<file path="src/rtl/pong_match_ctrl_if.sv">
// rtl/pong_match_ctrl_if.sv - signal bundle between match controller and its environment
interface pong_match_ctrl_if;
    logic       btn_start;
    logic       frame_tick;
    logic       miss_left;
    logic       miss_right;
    logic       paddle_hit;
    logic       speed_sel;
    logic       ball_en;
    logic       ball_hold;
    logic       serve_dir;
    logic       speed_fast;
    logic [3:0] score_l;
    logic [3:0] score_r;
    logic [1:0] winner;
    logic [2:0] state;

    // environment side: drives button, timing and ball events, observes match outputs
    modport master (
        output btn_start, frame_tick, miss_left, miss_right, paddle_hit, speed_sel,
        input  ball_en, ball_hold, serve_dir, speed_fast, score_l, score_r, winner, state
    );

    // controller side
    modport slave (
        input  btn_start, frame_tick, miss_left, miss_right, paddle_hit, speed_sel,
        output ball_en, ball_hold, serve_dir, speed_fast, score_l, score_r, winner, state
    );
endinterface

</file>
<file path="src/rtl/pong_match_ctrl.sv">
// rtl/pong_match_ctrl.sv - pong match sequencer; optional rally speed-up under PONG_AUTO_SPEEDUP_EN
module pong_match_ctrl #(
    parameter int WIN_SCORE    = 3,
    parameter int SERVE_FRAMES = 60,
    parameter int POINT_FRAMES = 90,
    parameter int HITS_FAST    = 8
) (
    input  logic              vga_clk,
    input  logic              sys_rst,
    pong_match_ctrl_if.slave  bus
);

    typedef enum logic [2:0] {
        ST_IDLE  = 3'd0,
        ST_SERVE = 3'd1,
        ST_PLAY  = 3'd2,
        ST_POINT = 3'd3,
        ST_OVER  = 3'd4
    } state_t;

    localparam logic [3:0] WIN_VAL    = 4'(WIN_SCORE);
    localparam logic [7:0] SERVE_LAST = 8'(SERVE_FRAMES - 1);
    localparam logic [7:0] POINT_LAST = 8'(POINT_FRAMES - 1);

    state_t     state_q, state_d;
    logic [7:0] frame_q, frame_d;
    logic [3:0] score_l_q, score_l_d;
    logic [3:0] score_r_q, score_r_d;
    logic [1:0] winner_q, winner_d;
    logic       serve_q, serve_d;
    logic       en_q, en_d;
    logic       hold_q, hold_d;
    logic       fast_q, fast_d;
    logic       btn_prev_q;
    logic       start_evt;

`ifdef PONG_AUTO_SPEEDUP_EN
    logic [3:0] hit_q, hit_d;
`else
    logic       unused_paddle_hit;
    assign unused_paddle_hit = bus.paddle_hit;
`endif

    // state and all output registers; reset leaves the ball parked at centre
    always_ff @(posedge vga_clk or posedge sys_rst) begin
        if (sys_rst) begin
            state_q    <= ST_IDLE;
            frame_q    <= '0;
            score_l_q  <= '0;
            score_r_q  <= '0;
            winner_q   <= 2'b00;
            serve_q    <= 1'b1;
            en_q       <= 1'b0;
            hold_q     <= 1'b1;
            fast_q     <= 1'b0;
            btn_prev_q <= 1'b1;
`ifdef PONG_AUTO_SPEEDUP_EN
            hit_q      <= '0;
`endif
        end else begin
            state_q    <= state_d;
            frame_q    <= frame_d;
            score_l_q  <= score_l_d;
            score_r_q  <= score_r_d;
            winner_q   <= winner_d;
            serve_q    <= serve_d;
            en_q       <= en_d;
            hold_q     <= hold_d;
            fast_q     <= fast_d;
            btn_prev_q <= bus.btn_start;
`ifdef PONG_AUTO_SPEEDUP_EN
            hit_q      <= hit_d;
`endif
        end
    end

    // next-state, scoring and the next value of every registered output
    always_comb begin
        state_d   = state_q;
        score_l_d = score_l_q;
        score_r_d = score_r_q;
        winner_d  = winner_q;
        serve_d   = serve_q;
        start_evt = bus.btn_start & ~btn_prev_q;

        case (state_q)
            ST_IDLE: begin
                if (start_evt) begin
                    score_l_d = '0;
                    score_r_d = '0;
                    winner_d  = 2'b00;
                    state_d   = ST_SERVE;
                end
            end
            ST_SERVE: begin
                if (bus.frame_tick && frame_q == SERVE_LAST) begin
                    state_d = ST_PLAY;
                end
            end
            ST_PLAY: begin
                // a miss wins over a coincident frame tick; the tick is simply dropped
                if (bus.miss_left && bus.miss_right) begin
                    serve_d = ~serve_q;
                    state_d = ST_SERVE;
                end else if (bus.miss_right) begin
                    if (score_l_q < WIN_VAL) begin
                        score_l_d = score_l_q + 4'd1;
                    end
                    serve_d = 1'b1;
                    state_d = ST_POINT;
                end else if (bus.miss_left) begin
                    if (score_r_q < WIN_VAL) begin
                        score_r_d = score_r_q + 4'd1;
                    end
                    serve_d = 1'b0;
                    state_d = ST_POINT;
                end
            end
            ST_POINT: begin
                if (bus.frame_tick && frame_q == POINT_LAST) begin
                    if (score_l_q == WIN_VAL) begin
                        winner_d = 2'b01;
                        state_d  = ST_OVER;
                    end else if (score_r_q == WIN_VAL) begin
                        winner_d = 2'b10;
                        state_d  = ST_OVER;
                    end else begin
                        state_d  = ST_SERVE;
                    end
                end
            end
            ST_OVER: begin
                if (start_evt) begin
                    score_l_d = '0;
                    score_r_d = '0;
                    winner_d  = 2'b00;
                    serve_d   = 1'b1;
                    state_d   = ST_SERVE;
                end
            end
            default: begin
                state_d = ST_IDLE;
            end
        endcase

        // frame pacing restarts on every state change and only counts in the timed states
        if (state_d != state_q) begin
            frame_d = '0;
        end else if (bus.frame_tick && (state_q == ST_SERVE || state_q == ST_POINT)) begin
            frame_d = frame_q + 8'd1;
        end else begin
            frame_d = frame_q;
        end

        en_d   = (state_d == ST_PLAY);
        hold_d = ~en_d;

`ifdef PONG_AUTO_SPEEDUP_EN
        // rally length resets at each serve and saturates so long rallies stay fast
        if (state_d == ST_SERVE && state_q != ST_SERVE) begin
            hit_d = '0;
        end else if (state_q == ST_PLAY && bus.paddle_hit && hit_q != 4'hF) begin
            hit_d = hit_q + 4'd1;
        end else begin
            hit_d = hit_q;
        end
        fast_d = bus.speed_sel | ({1'b0, hit_d} >= 5'(HITS_FAST));
`else
        fast_d = bus.speed_sel;
`endif
    end

    assign bus.state      = state_q;
    assign bus.ball_en    = en_q;
    assign bus.ball_hold  = hold_q;
    assign bus.serve_dir  = serve_q;
    assign bus.speed_fast = fast_q;
    assign bus.score_l    = score_l_q;
    assign bus.score_r    = score_r_q;
    assign bus.winner     = winner_q;

endmodule

</file>
<file path="src/flat_wrapper.sv">
// flat-port wrapper written by rule: the top's interface ports become plain ports
module pong_match_ctrl_flat 
#(
    parameter int WIN_SCORE    = 3,
    parameter int SERVE_FRAMES = 60,
    parameter int POINT_FRAMES = 90,
    parameter int HITS_FAST    = 8
)
  (vga_clk, sys_rst, bus_btn_start, bus_frame_tick, bus_miss_left, bus_miss_right, bus_paddle_hit, bus_speed_sel, bus_ball_en, bus_ball_hold, bus_serve_dir, bus_speed_fast, bus_score_l, bus_score_r, bus_winner, bus_state);
  pong_match_ctrl_if bus_i ();
  input  logic vga_clk;
  input  logic sys_rst;
  input wire logic [$bits(bus_i.btn_start)-1:0] bus_btn_start;
  input wire logic [$bits(bus_i.frame_tick)-1:0] bus_frame_tick;
  input wire logic [$bits(bus_i.miss_left)-1:0] bus_miss_left;
  input wire logic [$bits(bus_i.miss_right)-1:0] bus_miss_right;
  input wire logic [$bits(bus_i.paddle_hit)-1:0] bus_paddle_hit;
  input wire logic [$bits(bus_i.speed_sel)-1:0] bus_speed_sel;
  output wire logic [$bits(bus_i.ball_en)-1:0] bus_ball_en;
  output wire logic [$bits(bus_i.ball_hold)-1:0] bus_ball_hold;
  output wire logic [$bits(bus_i.serve_dir)-1:0] bus_serve_dir;
  output wire logic [$bits(bus_i.speed_fast)-1:0] bus_speed_fast;
  output wire logic [$bits(bus_i.score_l)-1:0] bus_score_l;
  output wire logic [$bits(bus_i.score_r)-1:0] bus_score_r;
  output wire logic [$bits(bus_i.winner)-1:0] bus_winner;
  output wire logic [$bits(bus_i.state)-1:0] bus_state;
  assign bus_i.btn_start = bus_btn_start;
  assign bus_i.frame_tick = bus_frame_tick;
  assign bus_i.miss_left = bus_miss_left;
  assign bus_i.miss_right = bus_miss_right;
  assign bus_i.paddle_hit = bus_paddle_hit;
  assign bus_i.speed_sel = bus_speed_sel;
  assign bus_ball_en = bus_i.ball_en;
  assign bus_ball_hold = bus_i.ball_hold;
  assign bus_serve_dir = bus_i.serve_dir;
  assign bus_speed_fast = bus_i.speed_fast;
  assign bus_score_l = bus_i.score_l;
  assign bus_score_r = bus_i.score_r;
  assign bus_winner = bus_i.winner;
  assign bus_state = bus_i.state;
  pong_match_ctrl #(.WIN_SCORE(WIN_SCORE), .SERVE_FRAMES(SERVE_FRAMES), .POINT_FRAMES(POINT_FRAMES), .HITS_FAST(HITS_FAST)) u_core (.vga_clk(vga_clk), .sys_rst(sys_rst), .bus(bus_i));
endmodule
</file>
<file path="config.mk">
export PLATFORM = sky130hd
export DESIGN_NAME = pong_match_ctrl_flat
export DESIGN_NICKNAME = d
export VERILOG_FILES = /design/src/rtl/pong_match_ctrl_if.sv /design/src/rtl/pong_match_ctrl.sv /design/src/flat_wrapper.sv
export SDC_FILE = /design/constraint.sdc
export NUM_CORES = 1
export LEC_CHECK = 0
export ABC_CLOCK_PERIOD_IN_PS = 2410
export BUFFER_PORTS_ARGS = -buffer_cell sky130_fd_sc_hd__buf_2
export CAP_MARGIN = 0
export CORE_ASPECT_RATIO = 1.4
export CORE_MARGIN = 2
export CORE_UTILIZATION = 46
export DETAILED_ROUTE_END_ITERATION = 10
export PLACE_DENSITY = 0.79
export SLEW_MARGIN = 25
export SYNTH_ARGS = -nofsm -noshare
export SYNTH_HDL_FRONTEND = slang
export SYNTH_SLANG_ARGS = --single-unit
</file>
<file path="constraint.sdc">
create_clock -name vga_clk -period 2.41 [get_ports vga_clk]
set_clock_uncertainty 0.15 [all_clocks]
set_input_delay 0.6025 -clock vga_clk [delete_from_list [all_inputs] [get_ports vga_clk]]
set_output_delay 0.6025 -clock vga_clk [all_outputs]
set_load 0.1 [all_outputs]
</file>
Word-level counts from Yosys, hierarchy flattened

Index checks and enable logic that the tools add are counted.

Add/sub/neg operators: 3
Muxes and demuxes: 31
Bitwise logic cells: 4
Reduce and logical (&&, ||, !) cells: 15
Equality and inequality tests: 21
Magnitude comparators: 2

Operator list:

| operator              | number |
|---|---|
| $mux W4               | 8 |
| $mux W3               | 8 |
| $mux W8               | 2 |
| $pmux W4 S2           | 2 |
| $pmux W3 S4           | 1 |
| $ne A2 B1 Y1 const B  | 5 |
| $eq A3 B2 Y1 const B  | 3 |
| $add A4 B1 Y4 const B | 2 |
| $add A8 B1 Y8 const B | 1 |
| $eq A4 B2 Y1 const B  | 2 |
| $eq A8 B6 Y1 const B  | 1 |
| $eq A8 B7 Y1 const B  | 1 |
| $lt A4 B2 Y1 const B  | 2 |
| $mux W2               | 4 |
| $ne A2 B2 Y1 const B  | 4 |
| $reduce_bool A2 Y1    | 4 |
| $reduce_and A6 Y1     | 1 |
| $reduce_and A5 Y1     | 1 |
| $logic_and A1 B1 Y1   | 4 |
| $mux W1               | 4 |
| $ne A4 B3 Y1 const B  | 1 |
| $pmux W2 S2           | 1 |
| $reduce_and A4 Y1     | 1 |
| $eq A3 B1 Y1 const B  | 1 |
| other kinds (10)      | 12 |

Output and inout port bits: 17
Register bits after elaboration: 26
Bits of input ports: 8

Depth between registers and ports, before layout

Gate-level depths: netlist of the first run.

Depth in word-level cells: 7
Depth in mapped cells: 6
Depth with buffers taken out: 6

Worst setup path before layout of the first run

OpenSTA, ideal clock, no wires.

Kind: flip-flop to flip-flop
Start point: register u_core.score_l_q[0], in the netlist u_core.bus.score_l[0]
End point: register u_core.winner_q[0], in the netlist u_core.bus.winner[0]
Library setup time: 125 ps
Cell stages (with the launch flop): 6
Data required time: 2135 ps
Arrival: 2197 ps
Path slack: -63 ps
Cells stage by stage: dfrtp_1 -> ha_1 -> nor3b_1 -> o21ai_0 -> nand2b_1 -> mux2_4

Word-level cells in the longest chain between the ends: 4

RTL lines:

| item                   | RTL line               | source |
|---|---|---|
| from (decl)            | pong_match_ctrl.sv:27  | `logic [3:0] score_l_q, score_l_d;` |
| from (signal assigned) | pong_match_ctrl.sv:63  | `score_l_q <= score_l_d;` |
| $eq A4 B2 Y1 (*)       | pong_match_ctrl.sv:121 | `if (score_l_q == WIN_VAL) begin` |
| $mux W2                | pong_match_ctrl.sv:121 |  |
| $mux W2                | pong_match_ctrl.sv:120 | `if (bus.frame_tick && frame_q == POINT_LAST) begin` |
| $pmux W2 S2            | pong_match_ctrl.sv:86  | `case (state_q)` |
| to (signal assigned)   | pong_match_ctrl.sv:65  | `winner_q <= winner_d;` |
| to (decl)              | pong_match_ctrl.sv:29  | `logic [1:0] winner_q, winner_d;` |

Mark *: on every way between the ends. The rest lies on a longest branch, timed or not. The select of a mux whose other input is x is not followed.
A chain may end at the register's enable or synchronous reset.

Final worst setup path of the first run

Start point: register u_core.state_q[1], in the netlist u_core.bus.state[1]
End point: output bus_state[1]

RTL lines:

| item                   | RTL line              | source |
|---|---|---|
| from (decl)            | pong_match_ctrl.sv:25 | `state_t state_q, state_d;` |
| from (signal assigned) | pong_match_ctrl.sv:61 | `state_q <= state_d;` |
| to (decl)              | flat_wrapper.sv:26    | `output wire logic [$bits(bus_i.state)-1:0] bus_state;` |

No word-level cell between the ends.

==> results of run 1 <==
[worst min-delay path by stage]
| stage | start | endpoint | slack [ps] | depth (start not counted) |
|---|---|---|---|---|
| after floorplan | u_core.frame_q[7]$_DFFE_PP0P_ | u_core.frame_q[7]$_DFFE_PP0P_ | 390 | 2 |
| after global placement | u_core.bus.serve_dir$_DFFE_PP1P_ | u_core.bus.serve_dir$_DFFE_PP1P_ | 350 | 2 |
| after detailed placement | u_core.bus.serve_dir$_DFFE_PP1P_ | u_core.bus.serve_dir$_DFFE_PP1P_ | 360 | 2 |
| after CTS | sys_rst | u_core.frame_q[3]$_DFFE_PP0P_ | 220 | 3 |
| after global routing | sys_rst | u_core.frame_q[3]$_DFFE_PP0P_ | 240 | 3 |
| final | sys_rst | u_core.frame_q[3]$_DFFE_PP0P_ | 220 | 3 |
[synth_stat cells, types with 2 or more instances]
master	n	share of area
a31oi_1	2	0.0089
and2_1	6	0.027
buf_4	2	0.011
dfrtp_1	23	0.41
dfstp_2	3	0.056
ha_1	4	0.036
inv_1	2	0.0054
mux2_2	3	0.024
nand2_1	9	0.024
nand2b_1	4	0.018
nand3_1	3	0.011
nand3b_1	2	0.011
nand4_1	4	0.018
nor2_1	7	0.019
nor2b_1	3	0.013
nor3_1	10	0.036
nor3b_1	3	0.016
nor4_1	4	0.018
o21ai_0	5	0.018
xnor2_1	2	0.013
xor2_1	5	0.031
[area by class of cell]
type	instances	area [sq um]	share of cell area
multi-input cells	99	712	0.446
flip-flops and latches	26	657	0.411
repair buffers	25	130	0.0814
well taps	37	46.3	0.0290
clock buffers	4	45.0	0.0282
inverters	2	7.51	0.00470
[report_power, final]
part	switching [W]	total [W]	internal, W
registers	0.000101	0.000612	0.000511
logic	0.000305	0.000463	0.000158
clock network	0.000126	0.000244	0.000118
[worst min-delay path, cell delays in order]
cell	delay [ps]
buf_2	100
inv_1	40
buf_4	310
[per-stage QoR]
stage,power (W),cell area [sq um],worst slack (ps)
2_1_floorplan,0.00100,1400,76.6
5_1_grt,0.00140,1600,170
6_report,0.00132,1600,324
3_5_place_dp,0.00108,1550,393
4_1_cts,0.00133,1600,303
3_3_place_gp,0.00106,1550,405
[state kept, by name, summed over array words and instances, names as in the netlist]
name,count
u_core.bus.serve_dir,1
u_core.bus.score_l,4
u_core.bus.ball_en,1
u_core.bus.winner,2
u_core.bus.score_r,4
u_core.bus.state,3
u_core.btn_prev_q,1
u_core.frame_q,8
u_core.bus.ball_hold,1
u_core.bus.speed_fast,1
[per-layer routing]
| metal | up-vias | GRT usage | wire length [um] |
|---|---|---|---|
| li1 | 528 | - | - |
| met1 | 534 | 0.198 | 1100 |
| met2 | 26 | 0.306 | 1440 |
| met3 | 5 | 0.0259 | 100 |
| met4 | 0 | 0.108 | 62 |
| met5 | - | 0 | 0 |
[kinds of logic (layout without fill, tap and decap cells)]
| logic type | after synthesis | count (layout) | share of synthesized area |
|---|---|---|---|
| simple gates | 65 | 65 | 0.274 |
| compound gates | 18 | 18 | 0.113 |
| fa+ha+maj | 4 | 4 | 0.0357 |
| xor+xnor | 7 | 7 | 0.0438 |
| mux | 5 | 5 | 0.0420 |
| buf+inv | 5 | 31 | 0.0241 |
| flops | 26 | 26 | 0.467 |
==> key figures, run 1 <==
Run status
  • Status: finished clean

Clock tree
  • Hold_buf cts: 0
  • Clock Pin Slew Worst Setup and Hold Paths: roughly 80 ps
  • Htree depth: 1
  • Clk sinks: 26
  • Cts repair resizes: 0
  • Setup repair bufs after CTS: 0
  • Clock Path Buffers: 2
  • Clock Latency Late Sink: approximately 270 ps
  • CTS Root Cell: clkbuf_8
  • CTS tree: done
  • TritonCTS Buffers: 3

Critical path
  • Crit path launch type: flop
  • CP max stage cell: dfrtp_1
  • R2r endpoint: u_core.bus.winner[0]$_DFFE_PP0P_
  • Buf/Inv on CP: 1
  • CP endpoint: bus_state[1]
  • Worst r2r src: u_core.bus.score_l[0]$_DFFE_PP0P_
  • CP delay by family, top: flip-flops
  • WP data required: 1660 ps
  • Reg-to-reg slack, setup: about 400 ps
  • Stages on the worst setup path: 1
  • CP Class: reg -> out
  • Reg2Reg Depth: 5
  • CP endpoint kind: primary output
  • CP Launch Point: u_core.bus.state[1]$_DFF_PP0_
  • CP arrival: about 1300 ps
  • Max incr delay on CP: between 500 and 600 ps
  • Worst-path fanout max: 13
  • Cells along the critical path: buf_2

STA
  • RSZ-0062 raised after global routing: no
  • Max Clk Rate: roughly 480 MHz
  • Slew HR: 0.669
  • Final Max Tran Viols: 0
  • # setup viols final: 0
  • Period utilization: 0.865
  • Worst hold slack: ~220 ps
  • Total count of hold-check failures in the final report: 0
  • Worst Tran Pin Value: ~500 ps
  • Fin crit period: 2090 ps
  • TNS Setup: 0 ps

Global route
  • Initial antenna violation count: 0
  • Largest net degree at the start of global routing: 27
  • Total track usage: 0.177
  • Vias in the first global route: 1092
  • Grt ovf: 0
  • First-pass GRT wire length: around 4.7 mm

Floorplanning
  • Core area: approximately 2900 sq um
  • Chip Height: between 60 and 70 um
  • Rows: 23
  • Die ar.: between 3000 and 4000 sq um
  • Initial Utilization: 0.487
  • Top Ports: 25
  • Chip width: 50.6 um

Synthesis
  • Yosys cell types: 45
  • Ys async rst share: 1.00
  • Sequential area share after synthesis: 0.467
  • Mapped Area: roughly 1400 sq um
  • Leading register cell type out of synthesis: dfrtp_1
  • Post-synth EDFFs: 0
  • Instance count of the mapped netlist: 130
  • Post-synth net total: roughly 140
  • Avg Inst Size Synth: 10.8 sq um
  • Seq cells post-synth: 26
  • Synth Warn #: 0

Cells and area
  • Fin cells: approximately 190
  • Synth-to-Final Area Change: 14.1%
  • Layout cells sized above 1: 0.282
  • Commonest non-fill, non-tap cells in the layout: buf_2 (23), dfrtp_1 (21), nor3_1 (10)
  • Fill cell count: around 270
  • Diodes inserted: 0
  • Commonest non-fill, non-tap cell in the layout: buf_2
  • Finished Core Util: 0.555
  • Nets: 169

Route
  • ANT nets after route: 0
  • Routed len/inst: between 10 and 15 um
  • Via count: ~1100
  • Initial drt markers: 12
  • Final wirelength: between 2 and 3 mm
  • DRC violations left: 0
  • TritonRoute pass-1 iters: 4
  • Via density: approximately 5.7

Power and ir drop
  • Peak supply drop: about 0.00051 V
  • PD cells: roughly 830 nW/um^2
  • Leakage power: ~0.76 nW

Place
  • Port Buffer Count: 23
  • Dpl hpwl: ~2.0 mm
  • Placed insts: approximately 190
  • Routability Congestion: a little under 0.8

Run
  • MaxCap Viol Count: 0

Worst hold path
  • Worst min-delay path category: in -> async
Note: power is estimated with default switching activity, not from simulation.
==> run 2, diff against run 1 <==
--- a/config.mk
+++ b/config.mk
@@ -5,6 +5,7 @@
 export SDC_FILE = /design/constraint.sdc
 export NUM_CORES = 1
 export LEC_CHECK = 0
+export ABC_AREA = 1
 export ABC_CLOCK_PERIOD_IN_PS = 2410
 export BUFFER_PORTS_ARGS = -buffer_cell sky130_fd_sc_hd__buf_2
 export CAP_MARGIN = 0
==> constraint.sdc (replaced) <==
create_clock -name vga_clk -period 2.41 [get_ports vga_clk]
set_clock_uncertainty 0.15 [all_clocks]
set_input_delay 0.6025 -clock vga_clk [delete_from_list [all_inputs] [get_ports vga_clk]]
set_output_delay 0.6025 -clock vga_clk [all_outputs]
set_load 0.005 [all_outputs]
==> key figures, run 2 <==
Synthesis
  • Post-synth top area share: 0.440 (was 0.411)
  • Top cells by area, synth: dfrtp_1 (44%), nand2_1 (12%), inv_1 (6.3%) (was dfrtp_1 (41%), dfstp_2 (5.6%), ha_1 (3.6%))
  • Sequential area share after synthesis: 0.500 (was 0.467)
  • Area leader, netlist: dfrtp_1 (unchanged)
  • Ys async rst share: 1.00 (unchanged)
  • Synth Warn #: 0 (unchanged)
  • Post-synth net total: 172 (was 142)
  • Post-synth EDFFs: 0 (unchanged)
  • Seq cells post-synth: 26 (unchanged)
  • Avg Inst Size Synth: 8.17 sq um (was 10.8 sq um)
  • Count leader, synth: nand2_1 (was dfrtp_1)
  • Mapped Area: 1310 sq um (was 1400 sq um)
  • Synth cell count leaders: nand2_1 (41), dfrtp_1 (23), inv_1 (22) (was dfrtp_1 (23), nor3_1 (10), nand2_1 (9))
  • Leading register cell type out of synthesis: dfrtp_1 (unchanged)
  • Yosys cell types: 21 (was 45)
  • Instance count of the mapped netlist: 160 (was 130)

Place
  • Routability Congestion: 0.816 (was 0.788)
  • Dpl ws: 477 ps (was 393 ps)
  • Dpl hpwl: 2.23 mm (was 2.03 mm)
  • Port Buffer Count: 23 (unchanged)

Power and ir drop
  • Clock share of power: 0.266 (was 0.185)
  • Leakage power: 0.823 nW (was 0.762 nW)
  • Net switching power: 0.000344 W (was 0.000532 W)
  • Combinational power share: 0.240 (was 0.351)
  • Sequential share of power: 0.495 (was 0.464)
  • Peak supply drop: 0.000445 V (was 0.000508 V)
  • Sw Ratio: 0.306 (was 0.403)
  • Pint: 0.000781 W (was 0.000787 W)
  • PD cells: 733 nW/um^2 (was 825 nW/um^2)

STA
  • # setup viols final: 0 (unchanged)
  • Max Clk Rate: 556 MHz (was 479 MHz)
  • Worst Tran Pin Value: 578 ps (was 495 ps)
  • Slew HR: 0.615 (was 0.669)
  • Fin crit period: 1800 ps (was 2090 ps)
  • TNS Setup: 0 ps (unchanged)
  • Period utilization: 0.746 (was 0.865)
  • Final setup margin: 613 ps (was 324 ps)
  • Total count of hold-check failures in the final report: 0 (unchanged)
  • Final Max Tran Viols: 0 (unchanged)
  • RSZ-0062 raised after global routing: no (unchanged)

Clock tree
  • Clock Latency Late Sink: 330 ps (was 270 ps)
  • TritonCTS Buffers: 3 (unchanged)
  • CTS tree: done (unchanged)
  • Hold_buf cts: 0 (unchanged)
  • CTS Root Cell: clkbuf_4 (was clkbuf_8)
  • Setup repair bufs after CTS: 0 (unchanged)
  • Clock Pin Slew Worst Setup and Hold Paths: 140 ps (was 80 ps)
  • Clock Path Buffers: 2 (unchanged)
  • Htree depth: 1 (unchanged)
  • Clk sinks: 26 (unchanged)
  • Cts repair resizes: 0 (unchanged)

Cells and area
  • Diodes inserted: 0 (unchanged)
  • Commonest non-fill, non-tap cell in the layout: nand2_1 (was buf_2)
  • Nets: 202 (was 169)
  • Max reg flops: 8 (unchanged)
  • Synth-to-Final Area Change: 17.4% (was 14.1%)
  • Largest reg by FF count: u_core.frame_q (unchanged)
  • Fill cell count: 254 (was 268)
  • Commonest non-fill, non-tap cells in the layout: nand2_1 (41), buf_2 (23), dfrtp_1 (23) (was buf_2 (23), dfrtp_1 (21), nor3_1 (10))
  • Finished Core Util: 0.575 (was 0.555)
  • Layout cells sized above 1: 0.190 (was 0.282)
  • Area taken by multi-input logic gates: 571 sq um (was 712 sq um)
  • Sequential Area: 654 sq um (was 657 sq um)

Run
  • MaxCap Viol Count: 0 (unchanged)

Route
  • Routed len/inst: 12.1 um (was 14.0 um)
  • TritonRoute pass-1 iters: 4 (unchanged)
  • ANT nets after route: 0 (unchanged)
  • Initial drt markers: 43 (was 12)
  • Via density: 5.08 (was 5.66)
  • Via count: 1143 (was 1093)
  • Final wirelength: 2.72 mm (was 2.70 mm)
  • DRC violations left: 0 (unchanged)

Global route
  • Vias in the first global route: 1137 (was 1092)
  • Total track usage: 0.187 (was 0.177)
  • Initial antenna violation count: 0 (unchanged)
  • Grt ovf: 0 (unchanged)
  • First-pass GRT wire length: 4.69 mm (was 4.75 mm)
  • Largest net degree at the start of global routing: 17 (was 27)

Floorplanning
  • Chip Height: 67.1 um (was 69.3 um)
  • Rows: 22 (was 23)
  • Initial Utilization: 0.490 (was 0.487)
  • Die ar.: 3290 sq um (was 3510 sq um)
  • Top Ports: 25 (unchanged)
  • Chip width: 49.1 um (was 50.6 um)
  • Core area: 2670 sq um (was 2880 sq um)

Critical path
  • CP Class: reg -> reg (was reg -> out)
  • CP arrival: 1860 ps (was 1330 ps)
  • CP endpoint kind: flop (was primary output)
  • WP data required: 2470 ps (was 1660 ps)
  • Reg2Reg Depth: 6 (was 5)
  • Worst-path fanout max: 8 (was 13)
  • Crit path launch type: flop (unchanged)

Run status
  • Status: finished clean (unchanged)

Worst hold path
  • Worst min-delay path category: in -> async (unchanged)
-- run 2: changes by cell type in the layout (fill, tap and decap cells not counted), sizes merged, moves of 6 or more --
cell   before  now
nor3       10    2
nand2       9   42
and2        6    0
nand3       3   14
nor2        7   21
inv         2   22
a21oi       0    6
-- run 2: layout make-up --
type | count | share of cell area
tap | 36 | 0.0293
clock buffer | 3 | 0.0147
sequential | 26 | 0.426
timing repair buffer | 25 | 0.0848
inverter | 22 | 0.0538
clock inverter | 1 | 0.0196
multi-input combinational | 112 | 0.372
-- run 2: worst paths after layout --
| path | start | end | slack, ps |
|---|---|---|---|
| worst max-delay path | u_core.bus.state[0]$_DFF_PP0_ | u_core.bus.score_r[0]$_DFFE_PP0P_ | 610 |
| max in group asynchronous | sys_rst | u_core.bus.score_r[1]$_DFFE_PP0P_ | 1380 |
| worst min register to register | u_core.bus.winner[1]$_DFFE_PP0P_ | u_core.bus.winner[1]$_DFFE_PP0P_ | 370 |
| worst max register to register | u_core.bus.state[0]$_DFF_PP0_ | u_core.bus.score_r[0]$_DFFE_PP0P_ | 610 |
| worst min-delay path | sys_rst | u_core.frame_q[6]$_DFFE_PP0P_ | 150 |
| min in group vga_clk | bus_btn_start | u_core.btn_prev_q$_DFF_PP1_ | 220 |
-- run 2: power groups by stage --
stage                     registers, W  clock network (W)  logic [W]
final                         0.000557           0.000299   0.000270
after global routing          0.000568           0.000319   0.000324
after CTS                     0.000558           0.000301   0.000277
after detailed placement      0.000566                  0   0.000273
after global placement        0.000562                  0   0.000258
after floorplan               0.000558                  0   0.000180
-- run 2: cells by family after synthesis --
logic type / synth area share
buffers and inverters: 0.0632
adders and majority gates: 0.0383
DFF: 0.500
xor gates and xnor gates: 0.0469
and+or+nand+nor: 0.288
AOI/OAI and AO/OA: 0.0632
-- run 2: routing by layer --
metal | wire [um] | vias to the layer above | global-route usage
li1 | - | 577 | -
met1 | 1100 | 524 | 0.186
met2 | 1430 | 33 | 0.377
met3 | 115 | 9 | 0.0224
met4 | 72 | 0 | 0.0893
met5 | 0 | - | 0
-- run 2: critical path, cell delays in order (launching register included) --
cell	delay, ps
dfrtp_1	490
nor2_1	290
nand2_1	180
nand2_1	260
nand2_1	140
nand2_1	80
o21ai_0	80
-- run 2: through the flow --
stage,total power [W],std cells,cell area (sq um),hold WS (ps)
global placement,0.000819,221,1480,331
detailed placement,0.000839,221,1480,341
finish,0.00113,225,1540,148
floorplan,0.000738,160,1310,339
CTS,0.00114,225,1540,175
global route,0.00121,225,1540,197
==> run 3, diff against run 2 <==
--- a/config.mk
+++ b/config.mk
@@ -6,7 +6,7 @@
 export NUM_CORES = 1
 export LEC_CHECK = 0
 export ABC_AREA = 1
-export ABC_CLOCK_PERIOD_IN_PS = 2410
+export ABC_CLOCK_PERIOD_IN_PS = 1700
 export BUFFER_PORTS_ARGS = -buffer_cell sky130_fd_sc_hd__buf_2
 export CAP_MARGIN = 0
 export CORE_ASPECT_RATIO = 1.4
==> constraint.sdc (replaced) <==
create_clock -name vga_clk -period 1.7 [get_ports vga_clk]
set_clock_uncertainty 0.15 [all_clocks]
set_input_delay 0.425 -clock vga_clk [delete_from_list [all_inputs] [get_ports vga_clk]]
set_output_delay 0.425 -clock vga_clk [all_outputs]
set_load 0.005 [all_outputs]
==> key figures, run 3 (synthesis results as in run 2) <==
Run status
  • Status: finished, violations left (was finished clean)
  • Failing checks: negative setup slack

STA
  • TNS Setup: -288 ps (was 0 ps)
  • Worst Tran Pin Value: 350 ps (was 578 ps)
  • # setup viols final: 8 (was 0)
  • Period utilization: 1.03 (was 0.746)
  • RSZ-0062 raised after global routing: yes (was no)
  • Slew HR: 0.764 (was 0.615)
  • Fin crit period: 1750 ps (was 1800 ps)
  • Max Clk Rate: 572 MHz (was 556 MHz)
  • Final Max Tran Viols: 0 (unchanged)
  • Final setup margin: -49.6 ps (was 613 ps)
  • Total count of hold-check failures in the final report: 0 (unchanged)

Cells and area
  • Nets: 220 (was 202)
  • Max reg flops: 8 (unchanged)
  • Fill cell count: 251 (was 254)
  • Synth-to-Final Area Change: 31.0% (was 17.4%)
  • Area taken by multi-input logic gates: 626 sq um (was 571 sq um)
  • Cell area after layout: 1710 sq um (was 1540 sq um)
  • Diodes inserted: 0 (unchanged)
  • Sequential Area: 656 sq um (was 654 sq um)
  • Commonest non-fill, non-tap cells in the layout: nand2_1 (33), buf_2 (23), inv_1 (22), dfrtp_1 (22), buf_4 (19) (was nand2_1 (41), buf_2 (23), dfrtp_1 (23))
  • Largest reg by FF count: u_core.frame_q (unchanged)
  • Commonest non-fill, non-tap cell in the layout: nand2_1 (unchanged)
  • Layout cells sized above 1: 0.338 (was 0.190)
  • Finished Core Util: 0.642 (was 0.575)

Clock tree
  • Clock Pin Slew Worst Setup and Hold Paths: 130 ps (was 140 ps)
  • Clock Path Buffers: 2 (unchanged)
  • Htree depth: 1 (unchanged)
  • CTS Root Cell: clkbuf_4 (unchanged)
  • Clock Latency Late Sink: 320 ps (was 330 ps)
  • TritonCTS Buffers: 3 (unchanged)
  • CTS tree: done (unchanged)
  • Clk sinks: 26 (unchanged)

Power and ir drop
  • Clock share of power: 0.195 (was 0.266)
  • Sequential share of power: 0.500 (was 0.495)
  • Sw Ratio: 0.325 (was 0.306)
  • PD cells: 924 nW/um^2 (was 733 nW/um^2)
  • Pint: 0.00107 W (was 0.000781 W)
  • Leakage power: 0.906 nW (was 0.823 nW)
  • Combinational power share: 0.305 (was 0.240)
  • Net switching power: 0.000515 W (was 0.000344 W)
  • Peak supply drop: 0.000626 V (was 0.000445 V)
  • Total power: 0.00158 W (was 0.00113 W)

Route
  • Final wirelength: 3.05 mm (was 2.72 mm)
  • Initial drt markers: 20 (was 43)
  • Routed len/inst: 12.6 um (was 12.1 um)
  • Via density: 5.14 (was 5.08)
  • Via count: 1248 (was 1143)
  • TritonRoute pass-1 iters: 4 (unchanged)
  • ANT nets after route: 0 (unchanged)
  • DRC violations left: 0 (unchanged)

Run
  • MaxCap Viol Count: 0 (unchanged)

Worst hold path
  • Worst min-delay path category: in -> reg (was in -> async)
  • Hold_sp: bus_btn_start
  • Hold EP: u_core.btn_prev_q$_DFF_PP1_
  • Hold depth: 1

Critical path
  • Reg-to-reg slack, setup: -50 ps (was 610 ps)
  • Crit path launch type: flop (unchanged)
  • CP arrival: 1850 ps (was 1860 ps)
  • CP endpoint kind: flop (unchanged)
  • CP Class: reg -> reg (unchanged)
  • R2r endpoint: u_core.frame_q[4]$_DFFE_PP0P_ (was u_core.bus.score_r[0]$_DFFE_PP0P_)
  • WP data required: 1800 ps (was 2470 ps)
  • Reg2Reg Depth: 10 (was 6)
  • Worst-path fanout max: 8 (unchanged)
  • Worst r2r src: u_core.frame_q[1]$_DFFE_PP0P_ (was u_core.bus.state[0]$_DFF_PP0_)

Place
  • Post-DP Area: 1580 sq um (was 1480 sq um)
  • Dpl ws: -60.0 ps (was 477 ps)
  • Port Buffer Count: 23 (unchanged)
  • Routability Congestion: 0.781 (was 0.816)
  • Dpl hpwl: 2.30 mm (was 2.23 mm)

Global route
  • Grt ovf: 0 (unchanged)
  • Largest net degree at the start of global routing: 27 (was 17)
  • Initial antenna violation count: 0 (unchanged)
  • First-pass GRT wire length: 5.11 mm (was 4.69 mm)
  • Vias in the first global route: 1241 (was 1137)
  • Total track usage: 0.202 (was 0.187)

Floorplanning
  • Die ar.: 3290 sq um (unchanged)
  • Chip width: 49.1 um (unchanged)
  • Initial Utilization: 0.490 (unchanged)
  • Top Ports: 25 (unchanged)
  • Chip Height: 67.1 um (unchanged)
  • Rows: 22 (unchanged)
  • Core area: 2670 sq um (unchanged)
[run 3: changes by cell type in the layout (fill, tap and decap cells not counted), sizes merged]
cell,previous run,this run
clkbuf,3,4
buf,25,42
bufinv,1,0
dlygate4sd3,0,1
[run 3: metrics by stage]
| stage | instances | hold WS, ps |
|---|---|---|
| 2_1_floorplan | 160 | 279 |
| 3_3_place_gp | 234 | 332 |
| 3_5_place_dp | 234 | 336 |
| 4_1_cts | 244 | 46.0 |
| 5_1_grt | 243 | 34.2 |
| 6_report | 243 | 50.8 |
[run 3: worst max-delay path by stage]
stage,start,endpoint,depth (start not counted),slack [ps]
after detailed placement,u_core.frame_q[0]$_DFFE_PP0P_,u_core.frame_q[4]$_DFFE_PP0P_,10,-60
after floorplan,u_core.bus.score_l[0]$_DFFE_PP0P_,u_core.bus.score_l[1]$_DFFE_PP0P_,5,9
after global routing,u_core.frame_q[1]$_DFFE_PP0P_,u_core.frame_q[6]$_DFFE_PP0P_,10,-140
after CTS,u_core.frame_q[1]$_DFFE_PP0P_,u_core.frame_q[4]$_DFFE_PP0P_,11,-20
final,u_core.frame_q[1]$_DFFE_PP0P_,u_core.frame_q[4]$_DFFE_PP0P_,10,-50
after global placement,u_core.frame_q[0]$_DFFE_PP0P_,u_core.frame_q[7]$_DFFE_PP0P_,10,20
[run 3: power by group through the flow]
stage	logic, W	clock network (W)	registers [W]
finish	0.000483	0.000309	0.000792
global route	0.000565	0.000335	0.000806
CTS	0.000474	0.000316	0.000789
detailed placement	0.000433	0	0.000801
global placement	0.000410	0	0.000794
floorplan	0.000256	0	0.000791
[run 3: repair_timing]
| item | CTS | global route |
|---|---|---|
| hold buffers | 1 | 0 |
| hold endpoints to repair | 23 | 0 |
| endpoints found under the setup margin | 8 | 18 |
| pin swaps | 5 | 3 |
| resized for setup | 8 | 10 |
| buffers inserted | 5 | 1 |
[run 3: cell type report]
type | count | share of cell area
repair buffers | 43 | 0.156
multi-input cells | 112 | 0.365
flip-flops and latches | 26 | 0.383
well taps | 36 | 0.0263
inverters | 22 | 0.0482
clock buffers | 4 | 0.0212
[run 3: critical path, stage by stage, from the launching register on]
cell     delay, ps
dfrtp_1        440
inv_1           70
ha_2           180
nand4_1        150
nor2_2         140
nand2_1         80
nand2_2         80
nand3_1        100
nand2_2        110
nand2_4         80
nor2_1         110
[run 3: layer usage]
| metal | vias to the layer above | global-route usage | wire, um |
|---|---|---|---|
| li1 | 605 | - | - |
| met1 | 609 | 0.220 | 1190 |
| met2 | 30 | 0.392 | 1730 |
| met3 | 4 | 0.0202 | 100 |
| met4 | 0 | 0.0857 | 42 |
| met5 | - | 0 | 0 |
